[src/rtl/axi4lite_slave_regfile.sv]
// AXI4-Lite responder backed by a small bank of 32-bit registers.
// Write and read channels run as independent state machines. AW and W may
// arrive in either order or together. In-range accesses return OKAY and
// out-of-range accesses return SLVERR without touching any register.
module axi4lite_slave_regfile #(
    parameter int ADDR_WIDTH = 32,
    parameter int DATA_WIDTH = 32,
    parameter int NUM_REGS   = 8
) (
    input  logic                      ACLK,
    input  logic                      ARESETN,
    // write address channel
    input  logic [ADDR_WIDTH-1:0]     AWADDR,
    input  logic                      AWVALID,
    output logic                      AWREADY,
    // write data channel
    input  logic [DATA_WIDTH-1:0]     WDATA,
    input  logic [DATA_WIDTH/8-1:0]   WSTRB,
    input  logic                      WVALID,
    output logic                      WREADY,
    // write response channel
    output logic [1:0]                BRESP,
    output logic                      BVALID,
    input  logic                      BREADY,
    // read address channel
    input  logic [ADDR_WIDTH-1:0]     ARADDR,
    input  logic                      ARVALID,
    output logic                      ARREADY,
    // read data channel
    output logic [DATA_WIDTH-1:0]     RDATA,
    output logic [1:0]                RRESP,
    output logic                      RVALID,
    input  logic                      RREADY
);

    localparam int STRB_WIDTH = DATA_WIDTH / 8;
    localparam int IDX_WIDTH  = (NUM_REGS > 1) ? $clog2(NUM_REGS) : 1;
    localparam logic [ADDR_WIDTH-1:0] ADDR_LIMIT = ADDR_WIDTH'(NUM_REGS * 4);

    localparam logic [1:0] RESP_OKAY   = 2'b00;
    localparam logic [1:0] RESP_SLVERR = 2'b10;

    typedef enum logic [1:0] {
        W_IDLE = 2'd0,
        W_EXEC = 2'd1,
        W_RESP = 2'd2
    } w_state_e;

    typedef enum logic {
        R_IDLE = 1'b0,
        R_DATA = 1'b1
    } r_state_e;

    // register bank
    logic [DATA_WIDTH-1:0] regs_q [NUM_REGS];

    // write path state
    w_state_e              w_state_q;
    logic [ADDR_WIDTH-1:0] awaddr_q;
    logic [DATA_WIDTH-1:0] wdata_q;
    logic [STRB_WIDTH-1:0] wstrb_q;
    logic                  aw_held_q;
    logic                  w_held_q;
    logic                  awready_q;
    logic                  wready_q;
    logic                  bvalid_q;
    logic [1:0]            bresp_q;

    // read path state
    r_state_e              r_state_q;
    logic                  arready_q;
    logic                  rvalid_q;
    logic [DATA_WIDTH-1:0] rdata_q;
    logic [1:0]            rresp_q;

    // handshakes and held flags as they will be after this edge
    logic                  aw_hs;
    logic                  w_hs;
    logic                  ar_hs;
    logic                  aw_held_d;
    logic                  w_held_d;

    // address decode
    logic                  aw_in_range;
    logic                  ar_in_range;
    logic [IDX_WIDTH-1:0]  aw_idx;
    logic [IDX_WIDTH-1:0]  ar_idx;

    assign aw_hs     = AWVALID && awready_q;
    assign w_hs      = WVALID  && wready_q;
    assign ar_hs     = ARVALID && arready_q;
    assign aw_held_d = aw_held_q || aw_hs;
    assign w_held_d  = w_held_q  || w_hs;

    assign aw_in_range = (awaddr_q < ADDR_LIMIT);
    assign ar_in_range = (ARADDR   < ADDR_LIMIT);
    assign aw_idx      = awaddr_q[IDX_WIDTH+1:2];
    assign ar_idx      = ARADDR[IDX_WIDTH+1:2];

    // Write FSM: collect AW and W in any order, execute once, then respond.
    always_ff @(posedge ACLK or negedge ARESETN) begin
        if (!ARESETN) begin
            w_state_q <= W_IDLE;
            awaddr_q  <= '0;
            wdata_q   <= '0;
            wstrb_q   <= '0;
            aw_held_q <= 1'b0;
            w_held_q  <= 1'b0;
            awready_q <= 1'b0;
            wready_q  <= 1'b0;
            bvalid_q  <= 1'b0;
            bresp_q   <= RESP_OKAY;
        end else begin
            // NOTE: non-blocking assignments only in clocked blocks, so every
            // register here sees the pre-edge value of every other register.
            case (w_state_q)
                W_IDLE: begin
                    if (aw_hs) begin
                        awaddr_q <= AWADDR;
                    end
                    if (w_hs) begin
                        wdata_q <= WDATA;
                        wstrb_q <= WSTRB;
                    end
                    aw_held_q <= aw_held_d;
                    w_held_q  <= w_held_d;
                    // each READY stays high only while its side has nothing held
                    awready_q <= !aw_held_d;
                    wready_q  <= !w_held_d;
                    if (aw_held_d && w_held_d) begin
                        w_state_q <= W_EXEC;
                    end
                end
                W_EXEC: begin
                    bvalid_q  <= 1'b1;
                    bresp_q   <= aw_in_range ? RESP_OKAY : RESP_SLVERR;
                    w_state_q <= W_RESP;
                end
                W_RESP: begin
                    if (BREADY) begin
                        bvalid_q  <= 1'b0;
                        bresp_q   <= RESP_OKAY;
                        aw_held_q <= 1'b0;
                        w_held_q  <= 1'b0;
                        awready_q <= 1'b1;
                        wready_q  <= 1'b1;
                        w_state_q <= W_IDLE;
                    end
                end
                default: begin
                    w_state_q <= W_IDLE;
                end
            endcase
        end
    end

    // Register bank: byte-masked update during the single W_EXEC cycle.
    always_ff @(posedge ACLK or negedge ARESETN) begin
        if (!ARESETN) begin
            // NOTE: the bank is small and must read back as zero after reset,
            // so it is built from resettable flops rather than a RAM macro.
            for (int i = 0; i < NUM_REGS; i++) begin
                regs_q[i] <= '0;
            end
        end else if (w_state_q == W_EXEC && aw_in_range) begin
            for (int b = 0; b < STRB_WIDTH; b++) begin
                if (wstrb_q[b]) begin
                    regs_q[aw_idx][8*b +: 8] <= wdata_q[8*b +: 8];
                end
            end
        end
    end

    // Read FSM: capture data on the AR handshake and hold it until RREADY.
    always_ff @(posedge ACLK or negedge ARESETN) begin
        if (!ARESETN) begin
            r_state_q <= R_IDLE;
            arready_q <= 1'b0;
            rvalid_q  <= 1'b0;
            rdata_q   <= '0;
            rresp_q   <= RESP_OKAY;
        end else begin
            case (r_state_q)
                R_IDLE: begin
                    arready_q <= 1'b1;
                    if (ar_hs) begin
                        // a same-cycle W_EXEC is not yet visible here, so a
                        // colliding read returns the pre-write value
                        rdata_q   <= ar_in_range ? regs_q[ar_idx] : '0;
                        rresp_q   <= ar_in_range ? RESP_OKAY : RESP_SLVERR;
                        rvalid_q  <= 1'b1;
                        arready_q <= 1'b0;
                        r_state_q <= R_DATA;
                    end
                end
                R_DATA: begin
                    if (RREADY) begin
                        rvalid_q  <= 1'b0;
                        rdata_q   <= '0;
                        rresp_q   <= RESP_OKAY;
                        arready_q <= 1'b1;
                        r_state_q <= R_IDLE;
                    end
                end
                default: begin
                    r_state_q <= R_IDLE;
                end
            endcase
        end
    end

    assign AWREADY = awready_q;
    assign WREADY  = wready_q;
    assign BVALID  = bvalid_q;
    assign BRESP   = bresp_q;
    assign ARREADY = arready_q;
    assign RVALID  = rvalid_q;
    assign RDATA   = rdata_q;
    assign RRESP   = rresp_q;

endmodule

[config.mk]
export PLATFORM = sky130hd
export DESIGN_NAME = axi4lite_slave_regfile
export DESIGN_NICKNAME = d
export VERILOG_FILES = /design/src/rtl/axi4lite_slave_regfile.sv
export SDC_FILE = /design/constraint.sdc
export NUM_CORES = 1
export LEC_CHECK = 0
export CAP_MARGIN = 20
export CORE_AREA = 8 8 222 224
export CTS_BUF_LIST = sky130_fd_sc_hd__clkbuf_16
export CTS_CLUSTER_SIZE = 28
export DETAILED_ROUTE_END_ITERATION = 8
export DIE_AREA = 0 0 230 232
export SLEW_MARGIN = 20
export SYNTH_ARGS = -nofsm -noshare
export SYNTH_HDL_FRONTEND = slang
export SYNTH_SLANG_ARGS = --single-unit
export TNS_END_PERCENT = 30
[constraint.sdc]
create_clock -name ACLK -period 2.88 [get_ports ACLK]
set_input_delay 0.576 -clock ACLK [delete_from_list [all_inputs] [get_ports ACLK]]
set_output_delay 0.576 -clock ACLK [all_outputs]
set_load 0.01 [all_outputs]
* After elaboration in Yosys (flattened, before gate mapping) *
Cells that the tools add are included.

word-level totals
  output and inout bits = 41
  input port bits = 107
  flip-flop bits (word level) = 370

operators by class
  equality and inequality tests = 6
  bitwise operators = 3
  reductions and logical operators = 19
  magnitude comparators = 5
  mux-type cells = 51

operators with widths
  cell                                                         number
  2-to-1 mux 256 bit                                           7
  bitwise mux 256 bit                                          4
  demux 32 bit (select 3 bit)                                  4
  2-to-1 mux 32 bit                                            6
  binary-select mux 32 bit (select 3 bit)                      1
  less-than comparator 32 x 6 -> 1 bit, second input constant  2
  one-hot mux 32 bit (2 select lines)                          1
  2-to-1 mux 24 bit                                            1
  2-to-1 mux 16 bit                                            1
  one-hot mux 1 bit (2 select lines)                           8
  2-to-1 mux 2 bit                                             6
  AND reduction 2 bit                                          6
  >= comparator 4 bit, second input constant                   2
  2-to-1 mux 1 bit                                             8
  2-to-1 mux 8 bit                                             1
  != test 2 bit, second input constant                         4
  NOT 3 -> 4 bit                                               2
  one-hot mux 2 bit (2 select lines)                           2
  logical AND 1 bit                                            6
  one-hot mux 2 bit (3 select lines)                           1
  less-than comparator 4 x 1 -> 1 bit, second input constant   1
  nonzero test 2 bit                                           2
  == test 2 x 1 -> 1 bit, second input constant                1
  == test 2 bit, second input constant                         1
  4 further kinds                                              6

* Logic depth before layout (Yosys ltp) *
Gate-level depths: netlist of run 1.

  word-level depth = 16
  gate-level depth with buffers = 7

* Worst setup path after synthesis of run 1 *
No wires, ideal clock.

  path type = register -> register
  start point = register awaddr_q[12]
  end point = register regs_q[128] (netlist bit)
  arrival = 2.094 ns
  setup time = 0.125 ns
  path buffers = 1
  clock period less this slack = 2.219 ns
  cell stages (with the launch flop) = 6
  path slack = 0.661 ns
  path through = dfrtp_1 -> nor4_1 -> nand4_2 -> buf_6 -> nor4_4 -> mux2_2

on the way
  longest elaborated chain between the ends = 2

RTL lines
  element                               RTL line  source
  start, declared                       59        logic [ADDR_WIDTH-1:0] awaddr_q;
  start signal, assigned                104       awaddr_q <= '0;
  start signal, assigned                119       awaddr_q <= AWADDR;
  less-than comparator 32 x 6 -> 1 bit  95        assign aw_in_range = (awaddr_q < ADDR_LIMIT);
  logical AND 1 bit                     165       end else if (w_state_q == W_EXEC && aw_in_range) begin
  end signal, assigned by index         168       regs_q[aw_idx][8*b +: 8] <= wdata_q[8*b +: 8];
  end, declared                         55        logic [DATA_WIDTH-1:0] regs_q [NUM_REGS];

No other way between the ends.
A chain may end at the register's enable or synchronous reset.

* Worst setup path in the final report of run 1 *
  start point = register awaddr_q[30]
  end point = register regs_q[106] (netlist bit)

The elaborated chain is that of the path after synthesis.

==> impl_results.md, run 1 <==
- Status: finished, final reports clean
- CTS tree: built
- Post-layout min period: 2.39 ns
- Worst VDD drop: 0.442 mV
- Critical R2R Launch: awaddr_q[30]
- Vias per std cell: 5.10
- Post-synth cell types: 36
- Antenna Nets Post-Route: 0
- Reg2reg setup slack: 0.49 ns
- WL/cell: 20.6 µm
- Starting density of the core: 34.6%
- Fin util: 42.6%
- Sequential power share: 49.9%
- Crit path max fanout: 17
- Fin Setup TNS: 0 ns
- CTS clk-pin slew, worst paths: 0.06 ns
- Post-CTS Setup Repair Bufs: 0
- Max frequency: 419 MHz
- Clock Tree Buf Depth: 3
- Wirelength, routed: approximately 37000 µm
- Total global-route track usage: 13.9%
- Final period util: between 80% and 90%
- Post-synth top area cell: dfrtp_1
- Area contributors post-synth: dfrtp_1 (58%), mux2_2 (23%), mux4_2 (9.1%), mux2i_1 (2.0%), o2bb2ai_1 (1.8%)
- Slowest stage cell, crit path: and4_1
- Syn Std Cell Area: 15800 µm²
- R2R depth: 5
- Max Clock Skew: between 0.015 and 0.02 ns
- Chip width: 230 µm
- Core area: 45900 µm²
- Die Height: 232 µm
- Synth warn: 0
- Startpoint class of the critical path: register
- Final nets: 1268
- Pre-CTS WS: 0.497 ns
- CP Class: reg2reg
- R2r endpoint: regs_q[106]
- Detailed Routing Iterations Pass 1: 4
- Total vias in the final route: 9148
- # hold bufs at CTS: 0
- Area Growth Syn to Fin: 23.4%
- Post-synth top area share: between 50 and 60%
- Hold Path Class: in2async
- Seq/Total Area, Yosys: just under 60%
- Grt ovf: 0
- Power share of the clock group: 36.6%
- Htree depth: 2
- Number of synthesized flops with an enable pin: 0
- Slew HR: 56.5%
- Primary FF master, synth: dfrtp_1
- DP HPWL: between 20000 and 25000 µm
- Most numerous cell in the Yosys netlist: dfrtp_1
- RePlAce Congestion: 0.699
- Initial antenna violation count: 1
- Slew Viols, Final: 0
- Die footprint: 53400 µm²
- Crit path cell chain: nor4_1 -> and4_1 -> nand4_1 -> buf_4 -> mux2_2
- #FFs+latches synth: 366
- TritonCTS Buffers: 40
- Number of global-route vias before repair: 9823
- Drt drc: 0
- Internal power: 9.38 mW
- ANT cells: 0
- Fin worst setup slack: 0.492 ns
- Hold WS: 0.0131 ns
- First-pass GRT wire length: 58800 µm
- Worst skew pair latency: 0.55 ns
- Lkg Pwr: 8.99 nW
- Async SR Flop Fraction: 100%
- Site row count: 79
- Worst endpoint required time: 3.30 ns
- Worst path max stage delay: 0.70 ns
- Number of placed cells counting well taps: 1726
- IO Port Bufs: 141
- DRT iter0 DRCs: between 400 and 500
- Final Hold Fails: 0
- CP Capture Type: register
- Largest net degree at the start of global routing: 72
- Max_cap viols: 0
- Switch Pwr: 3.71 mW
- Gate power share: 13.6%
- I/O pin count: 148
- Root cell of the clock tree: clkbuf_16
- Resize count post-CTS: 0
- Tightest Pin Transition: 0.653 ns
- Endpoints failing setup: 0
- Pwr per Cell Area: 670 nW/µm²
- Post-Syn Area per Cell: 16.3 µm²
- Final cell count without fillers: 1795
- Top cells by instance count after synthesis: dfrtp_1 (366), mux2_2 (318), mux4_2 (64)
- RSZ-0062 raised after global routing: false
- CTS Sinks: 366
- Net Sw Frac: 28.4%
- Arr. time, crit path: about 2.8 ns
- Cell count after synthesis: 973
- Fraction of layout cells with a size suffix above 1: 43.4%
-- flip-flops by register name, summed over array words and instances, names as in the netlist --
| register | cells |
|---|---|
| BVALID | 1 |
| w_held_q | 1 |
| RVALID | 1 |
| regs_q | 256 |
| wdata_q | 32 |
| ARREADY | 1 |
| RRESP | 1 |
| BRESP | 1 |
| RDATA | 32 |
| aw_held_q | 1 |
| AWREADY | 1 |
| wstrb_q | 4 |
| awaddr_q | 30 |
| r_state_q | 1 |
| WREADY | 1 |
| w_state_q | 2 |
-- cells by family after synthesis --
group / share of synthesized area, %
compound gates: 2.57
simple gates: 4.36
buf+inv: 1.56
other cells: 0.0237
flops: 57.8
mux: 33.7
-- cell type report --
cell class | instances | area [µm²]
clock buffer | 41 | 1030
clock inverter | 28 | 184
fill | 4213 | 26300
inverter | 9 | 33.8
multi-input combinational | 551 | 6470
sequential | 366 | 9160
tap | 607 | 759
timing repair buffer | 193 | 1920
-- layer usage --
metal | global-route usage, % | wire length [µm]
met1 | 18.4 | 16600
met5 | 0 | 10
met3 | 3.48 | 1770
met2 | 23.0 | 18000
met4 | 3.07 | 532
-- layout by cell type (no fill, tap or decap), types with 3 or more instances in the layout --
master,n
dfrtp_1,366
mux2_2,318
clkdlybuf4s50_1,137
mux4_2,64
buf_4,43
clkbuf_16,41
mux2i_1,32
o2bb2ai_1,32
nand4_1,17
inv_1,15
nor4_1,13
nor4_4,10
buf_12,10
nand2_1,9
clkinv_2,9
a21oi_1,8
clkinv_1,8
nor4_2,6
nand3b_1,4
nor2_1,4
o21ai_0,4
and4_1,3
nor3b_1,3
o21a_1,3
-- worst max path at each step --
stage | startpoint | endpoint | depth (start not counted)
3_5_place_dp | awaddr_q[30] | regs_q[111] | 5
3_3_place_gp | awaddr_q[23] | regs_q[152] | 6
6_report | awaddr_q[30] | regs_q[106] | 5
2_1_floorplan | awaddr_q[12] | regs_q[128] | 5
5_1_grt | awaddr_q[30] | regs_q[207] | 5
4_1_cts | awaddr_q[30] | regs_q[106] | 5
-- power by group through the flow --
stage / registers (mW) / logic, mW / clock network [mW]
finish: 6.53 / 1.77 / 4.79
global route: 6.67 / 1.94 / 5.15
detailed placement: 6.62 / 1.81 / 0
global placement: 6.58 / 1.78 / 0
floorplan: 6.25 / 1.24 / 0
CTS: 6.53 / 1.82 / 4.96
-- worst max-delay path: cells and delay by family (launching register included) --
| family | cells | cell delay [ns] |
|---|---|---|
| mux | 1 | 0.28 |
| buf+inv | 1 | 0.23 |
| simple gates | 3 | 1.36 |
| flops | 1 | 0.38 |
-- through the flow --
stage / power (mW) / cell area [µm²]
6_report: 13.1 / 19600
4_1_cts: 13.3 / 19600
3_5_place_dp: 8.43 / 18300
5_1_grt: 13.8 / 19600
3_3_place_gp: 8.36 / 18300
2_1_floorplan: 7.50 / 15900
No activity file was read; power rests on OpenSTA's default activity.
==> inputs of run 2 (changes only) <==
clock period = 2.3 ns   (was 2.88 ns; I/O delays follow)
==> impl_results.md, run 2 (same netlist as run 1, synthesis figures left out) <==
- Post-route cell area: 19900 µm² (+2.0%)
- CTS Sinks: 366 (unchanged)
- Worst path max stage delay: 0.42 ns (-0.28 ns)
- Crit path max fanout: 16 (-1)
- Grt ovf: 0 (unchanged)
- Met3 usage: 3.04% (-0.44 points)
- Endpoints failing setup: 0 (unchanged)
- Root cell of the clock tree: clkbuf_16
- Pwr per Cell Area: 835 nW/µm² (+25%)
- RSZ-0062 raised after global routing: false
- Total global-route track usage: 13.8% (-0.12 points)
- Max_cap viols: 0 (unchanged)
- Largest net degree at the start of global routing: 68 (-5.6%)
- Worst skew pair latency: 0.55 ns (about the same)
- Dpl cell area: 18600 µm² (+1.6%)
- Final Hold Fails: 0 (unchanged)
- Most frequent cells in the layout: dfrtp_1 (366), mux2_2 (318), clkdlybuf4s50_1 (137), mux4_2 (64), buf_4 (50)
- Internal power: 11.9 mW (+27%)
- IO Port Bufs: 141 (unchanged)
- Net Sw Frac: 28.5% (+0.12 points)
- DP HPWL: 24200 µm (+3.1%)
- Arr. time, crit path: 2.57 ns (-0.24 ns)
- Final cell count without fillers: 1818 (+1.3%)
- Wirelength, routed: 36800 µm (-0.35%)
- Commonest non-fill, non-tap cell in the layout: dfrtp_1
- Tightest Pin Transition: 0.626 ns (-0.0271 ns)
- Slew Viols, Final: 0 (unchanged)
- Met1 usage: 18.0% (-0.37 points)
- Number of global-route vias before repair: 9790 (-0.34%)
- Clock Tree Buf Depth: 3 (unchanged)
- CP Capture Type: register
- Grt met2 use: 22.8% (-0.18 points)
- Power share of the clock group: 36.6% (about the same)
- TritonCTS Buffers: 42 (+5.0%)
- Drt drc: 0 (unchanged)
- Sequential power share: 49.0% (-0.9 points)
- Final period util: 93.9% (+11 points)
- Die footprint: 53400 µm² (unchanged)
- Area Growth Syn to Fin: 25.8%
- RePlAce Congestion: 0.738 (+5.6%)
- Detailed Routing Iterations Pass 1: 4 (unchanged)
- Final nets: 1291 (+1.8%)
- Fill count: 4167 (-1.1%)
- Chip width: 230 µm (unchanged)
- Fraction of layout cells with a size suffix above 1: 44.6% (+1.2 points)
- Hold Path Class: reg2reg
- Worst endpoint required time: 2.71 ns (-0.59 ns)
- WL/cell: 20.2 µm (-1.6%)
- Layer with the highest usage: met2
- Starting density of the core: 34.6% (unchanged)
- Max frequency: 463 MHz (+11%)
- Number of placed cells counting well taps: 1745 (+1.1%)
- Hold WS: 0.489 ns (+0.475 ns)
- Fin Setup TNS: 0 ns (unchanged)
- CTS clk-pin slew, worst paths: 0.06 ns (about the same)
- Post-layout total power: 16.7 mW (+27%)
- Core area: 45900 µm² (unchanged)
- Max Clock Skew: 0.0260 ns (+0.00990 ns)
- Slowest stage cell, crit path: nor4_1
- Post-layout min period: 2.16 ns (-0.228 ns)
- CTS tree: built
- Total vias in the final route: 9188 (+0.44%)
- Gate power share: 14.4% (+0.8 points)
- Max FFs per register: 256 (unchanged)
- Slew HR: 58.2% (+1.7 points)
- Die Height: 232 µm (unchanged)
- Crit path cell chain: nor4_1 -> nand4_2 -> buf_12 -> nor4_2 -> buf_4 -> mux2_2
- Status: finished, final reports clean
- Initial antenna violation count: 1 (unchanged)
- Vias per std cell: 5.05 (-0.83%)
- First-pass GRT wire length: 58300 µm (-0.90%)
- Site row count: 79 (unchanged)
- Htree depth: 2 (unchanged)
- Startpoint class of the critical path: register
- Worst VDD drop: 0.524 mV (+19%)
- DRT iter0 DRCs: 414 (-13%)
- Antenna Nets Post-Route: 0 (unchanged)
- Lkg Pwr: 9.17 nW (+2.0%)
- I/O pin count: 148 (unchanged)
- Top reg by flops: regs_q
- CP Class: reg2reg
- ANT cells: 0 (unchanged)
- Switch Pwr: 4.74 mW (+28%)
==> run 2: critical path, delay by kind of cell, from the launching register on <==
| family | cells | cell delay, ns |
|---|---|---|
| and+or+nand+nor | 3 | 0.84 |
| DFF | 1 | 0.38 |
| buffers and inverters | 2 | 0.45 |
| muxes | 1 | 0.34 |
==> run 2: path summary, 6_finish.rpt <==
check                             start         end  slack (ns)  cells after the start
hold / removal                 RDATA[6]    RDATA[6]        0.49                      1
min in group asynchronous       ARESETN    RDATA[7]        0.51                      2
setup reg to reg           awaddr_q[15]  regs_q[24]        0.14                      6
hold reg to reg                RDATA[6]    RDATA[6]        0.49                      1
setup / recovery           awaddr_q[15]  regs_q[24]        0.14                      6
max in group asynchronous       ARESETN  regs_q[53]        1.10                      3
==> run 2: per-stage QoR <==
| stage | setup WS, ns | utilization (%) |
|---|---|---|
| floorplan | 0.0809 | - |
| global placement | 0.0346 | 40.6 |
| detailed placement | 0.0166 | 40.6 |
| CTS | 0.0512 | 43.4 |
| global route | 0.0224 | 43.5 |
| finish | 0.139 | 43.5 |
==> run 2: timing repair <==
action / 4_1_cts / 5_1_grt
resized for setup: 0 / 3
hold endpoints to repair: 54 / 0
hold buffers: 1 / 0
buffers inserted: 0 / 0
endpoints found under the setup margin: 0 / 76
==> run 2: area by class of cell <==
type / instances / area [µm²] / area share, %
clock buffer: 45 / 1130 / 5.65
tap: 607 / 759 / 3.81
multi-input combinational: 551 / 6490 / 32.5
clock inverter: 26 / 125 / 0.627
sequential: 366 / 9160 / 45.9
inverter: 9 / 33.8 / 0.169
timing repair buffer: 214 / 2250 / 11.3
==> run 2: power groups by stage <==
stage	clock network, mW	registers (mW)	logic (mW)
3_3_place_gp	0	8.21	2.34
2_1_floorplan	0	7.83	1.56
4_1_cts	6.30	8.15	2.40
3_5_place_dp	0	8.26	2.39
6_report	6.10	8.17	2.39
5_1_grt	6.55	8.33	2.62
==> run 2: metal layers <==
metal / routed length (µm) / vias to the layer above
met3: 2110 / 53
met5: 13 / -
met1: 15800 / 4833
met2: 18100 / 180
li1: - / 4120
met4: 736 / 2
==> patch 1, RTL diff (config.mk and constraints of run 2) <==
Encoding of `w_state_e`: now one-hot (3 bits for 3 states).
--- a/src/rtl/axi4lite_slave_regfile.sv
+++ b/src/rtl/axi4lite_slave_regfile.sv
@@ -42,6 +42,6 @@
 
-    typedef enum logic [1:0] {
-        W_IDLE = 2'd0,
-        W_EXEC = 2'd1,
-        W_RESP = 2'd2
+    typedef enum logic [2:0] {
+        W_IDLE = 3'b001,
+        W_EXEC = 3'b010,
+        W_RESP = 3'b100
     } w_state_e;
Function: no difference found for any inputs over 4 cycles, from zero or initial values and one cycle with ARESETN low; so few cycles prove little.
==> patch 1 against run 2 <==
Final cell count hardly changed; total power up 6.5%; area after synthesis rose by 7.8%; final area increased by 8.4%; non-clock buffer count down 8; synthesized cell count fell by 0.10%; sequential power grew 2%; routed wire length grew 4.3%; core utilization increased by 3.7 points; sequential cell count rose by 1; setup slack gained 27 ps; critical path type unchanged; critical endpoint is now regs_q[110]; largest cell class unchanged.
==> patch 1: results (changes against run 2) <==
Timing
  • Slew headroom: 0.572 (was 0.582)
  • Skew final: 21.9 ps (was 26.0 ps)

Power and ir drop
  • Total net switching power: 0.00494 W (was 0.00474 W)
  • Leakage: 9.86 nW (was 9.17 nW)
  • Max rail drop VDD: 0.596 mV (was 0.524 mV)

Routing
  • Final WL: 38400 µm (was 36800 µm)
  • Routed len/inst: 21.1 µm (was 20.2 µm)
  • WL met1: 18000 µm (was 15800 µm)
  • Detailed Route Iter0 Violations: 469 (was 414)
  • Met3 wire length: 2050 µm (was 2110 µm)
  • Top layer in use: met4 (was met5)
  • Vias per cell: 5.05 (about the same)
  • Metal2 WL: 17500 µm (was 18100 µm)

Global route
  • Met3 usage: 0.0390 (was 0.0304)
  • GRT met2 Usage: 0.223 (was 0.228)
  • Global-route met1 utilization: 0.202 (was 0.180)
  • Vias in the first global route: 10185 (was 9790)
  • Initial antenna violation count: 0 (was 1)
  • Largest net degree at the start of global routing: 73 (was 68)
  • GRT Overall Usage: 0.145 (was 0.138)

Yosys
  • Synthesis Warnings: 0 (unchanged)
  • Sequential element share of the synthesized area: 0.538 (was 0.578)
  • Instance count of the mapped netlist: 972 (was 973)
  • Fraction of synthesized area in multiplexers: 0.372 (was 0.337)
  • Area contributors post-synth: dfrtp_1 54%, mux2_4 22%, mux4_2 8.4% (was dfrtp_1 58%, mux2_2 23%, mux4_2 9.1%)
  • EDFF count, synth: 0 (unchanged)
  • Post-synthesis compound-gate area fraction: 0.0222 (was 0.0257)
  • Most instantiated cells after synthesis: 366 x dfrtp_1, 256 x mux2_4, 66 x mux2_2, 64 x mux4_2 (was 366 x dfrtp_1, 318 x mux2_2, 64 x mux4_2, 32 x mux2i_1, 32 x o2bb2ai_1)

Layout
  • Final #Nets: 1286 (was 1291)
  • Diodes inserted: 0 (unchanged)
  • Fillers: 3942 (was 4167)
  • Fraction of layout cells with a size suffix above 1: 0.462 (was 0.446)

Run status
  • Status: completed (unchanged)

Critical path
  • CP peak stage delay: 370 ps (was 420 ps)
  • Arrival @ worst endpoint: 2560 ps (was 2570 ps)
  • Worst-path maximum fanout: 33 (was 16)
  • CP max-delay cell: dfrtp_1 (was nor4_1)

Clock tree
  • CTS buffer count: 41 (was 42)
  • Deepest level of the CTS H-tree: 2 (unchanged)

Placed design
  • Placed cell count: 1742 (was 1745)
  • Pre-CTS WS: 156 ps (was 16.6 ps)
  • Post-DP HPWL: 24200 µm (about the same)
  • PortBufs: 141 (unchanged)
==> patch 1: cell count changes in the layout (fill, tap and decap cells not counted), sizes merged, moves of 4 or more <==
cell	before	now
and3b	0	4
buf	76	68
bufinv	0	8
clkinv	18	13
inv	16	12
mux2	318	322
nand4	19	7
nor2	4	12
nor3	4	33
nor4	29	14
==> patch 1: repair_timing <==
action                                 4_1_cts  5_1_grt
hold buffers                                 1        0
endpoints found under the hold margin       60        0
resized for setup                            0        0
==> patch 1: path summary, 6_finish.rpt <==
path	slack (ps)	startpoint	end	depth (start not counted)
max	170	awaddr_q[20]	regs_q[110]	6
min	490	RDATA[3]	RDATA[3]	1
max reg2reg	170	awaddr_q[20]	regs_q[110]	6
min reg2reg	490	RDATA[3]	RDATA[3]	1
max in group asynchronous	1010	ARESETN	regs_q[55]	3
min in group asynchronous	500	ARESETN	wdata_q[21]	2
==> patch 1: through the flow <==
stage,util,hold WS [ps],instance area (µm²)
CTS,0.471,473,21600
finish,0.471,488,21600
global placement,0.440,472,20200
floorplan,-,164,17100
global route,0.471,482,21600
detailed placement,0.440,479,20200
==> patch 1: final cells by class <==
cell class | instances | share of cell area
clock buffer | 43 | 0.0498
inverter | 2 | 0.000347
clock inverter | 31 | 0.0161
tap | 607 | 0.0351
sequential | 367 | 0.425
multi-input combinational | 561 | 0.358
timing repair buffer | 206 | 0.115
==> patch 1: power groups by stage <==
stage	Combinational, W	Clock, W	Sequential [W]
after floorplan	0.00171	0	0.00802
after global placement	0.00252	0	0.00838
after detailed placement	0.00257	0	0.00844
after CTS	0.00258	0.00712	0.00833
after global routing	0.00274	0.00735	0.00847
final	0.00251	0.00691	0.00831
==> patch 1: worst register-to-register path: cells and delay by family (launching register included) <==
kind,cells,cell delay [ps]
mux,1,300
flops,1,370
buf+inv,2,440
simple gates,3,880
==> patch 2, RTL diff (flow settings as in run 2) <==
Made on the original files. Set the parameter `NUM_REGS` to 4 (it was 8).
--- a/src/rtl/axi4lite_slave_regfile.sv
+++ b/src/rtl/axi4lite_slave_regfile.sv
@@ -7,3 +7,3 @@
     parameter int DATA_WIDTH = 32,
-    parameter int NUM_REGS   = 8
+    parameter int NUM_REGS   = 4
 ) (
Function: changed (a bounded check fails within 4 cycles, from zero or initial values and one cycle with ARESETN low).
==> patch 2 against run 2 <==
Setup slack worse by 15 ps; final cell count down 22%; area after synthesis down 37%; combinational power down 8%; sequential power down 32%; critical path depth up 1; total power down 27%; final area down 32%; routed wire length down 30%; sequential cell count down 128; largest cell class unchanged.
==> patch 2: results (changes against run 2) <==
Layout
  • Fraction of layout cells with a size suffix above 1: 0.407 (was 0.446)
  • Max reg flops: 128 (was 256)
  • Final #Nets: 899 (was 1291)

Global route
  • GRT Overall Usage: 0.0960 (was 0.138)
  • Vias in the first global route: 6620 (was 9790)
  • Met3 usage: 0.0272 (was 0.0304)
  • Global-route met1 utilization: 0.125 (was 0.180)
  • Largest net degree at the start of global routing: 64 (was 68)
  • First-pass GRT wire length: 40400 µm (was 58300 µm)

Placed design
  • Routability Congestion: 0.729 (was 0.738)
  • Post-Place Cell Area: 12500 µm² (was 18600 µm²)
  • Pre-CTS WS: -109 ps (was 16.6 ps)

Yosys
  • Area contributors post-synth: dfrtp_1 60%, mux2_2 21%, mux4_2 7.2% (was dfrtp_1 58%, mux2_2 23%, mux4_2 9.1%)
  • Sequential element share of the synthesized area: 0.598 (was 0.578)
  • Most instantiated cells after synthesis: 238 x dfrtp_1, 190 x mux2_2, 32 x a32o_1, 32 x mux4_2, 23 x clkbuf_1 (was 366 x dfrtp_1, 318 x mux2_2, 64 x mux4_2, 32 x mux2i_1, 32 x o2bb2ai_1)
  • Post-synthesis compound-gate area fraction: 0.0432 (was 0.0257)
  • Synth unique cells: 30 (was 36)
  • Fraction of synthesized area in multiplexers: 0.287 (was 0.337)

Routing
  • Detailed Route Iter0 Violations: 212 (was 414)
  • Final WL: 25600 µm (was 36800 µm)
  • Metal2 WL: 12200 µm (was 18100 µm)

Hold path
  • Hold Path Class: input pin to asynchronous set/reset pin (was flop to flop)

Critical path
  • CP max-delay cell: dfrtp_1 (was nor4_1)
  • Worst-path maximum fanout: 17 (was 16)

Timing
  • Hold WS: 402 ps (was 489 ps)
  • Slew headroom: 0.493 (was 0.582)
  • Skew final: 25.2 ps (was 26.0 ps)

Power and ir drop
  • Power Density: 904 nW/µm² (was 835 nW/µm²)
  • Max rail drop VDD: 0.441 mV (was 0.524 mV)
  • Comb. pwr: 0.00220 W (was 0.00239 W)
  • Sw frac: 0.290 (was 0.285)

Clock tree
  • Deepest level of the CTS H-tree: 1 (was 2)
  • CTS buffer count: 29 (was 42)
  • Post-cts resize count: 2 (was 0)

Run status
  • Status: completed (unchanged)
patch 2: worst paths after layout:
path	from	endpoint	cells after the start
worst min register to register	RRESP[1]	RRESP[1]	2
min in group ACLK	RRESP[1]	RRESP[1]	2
worst max-delay path	awaddr_q[9]	regs_q[13]	7
worst max register to register	awaddr_q[9]	regs_q[13]	7
worst min-delay path	ARESETN	RDATA[29]	2
max in group asynchronous	ARESETN	regs_q[103]	3
patch 2: through the flow:
stage	setup TNS [ps]	cells
6_report	0	1422
5_1_grt	0	1422
4_1_cts	0	1422
3_5_place_dp	-10510	1367
3_3_place_gp	-416	1367
2_1_floorplan	0	614
patch 2: area by class of cell:
| type | instances | area [µm²] |
|---|---|---|
| fillers | 4652 | 32400 |
| flip-flops and latches | 238 | 5960 |
| multi-input cells | 338 | 3910 |
| repair buffers | 178 | 1900 |
| well taps | 607 | 759 |
| clock buffers | 29 | 726 |
| clock inverters | 25 | 205 |
| inverters | 7 | 26.3 |
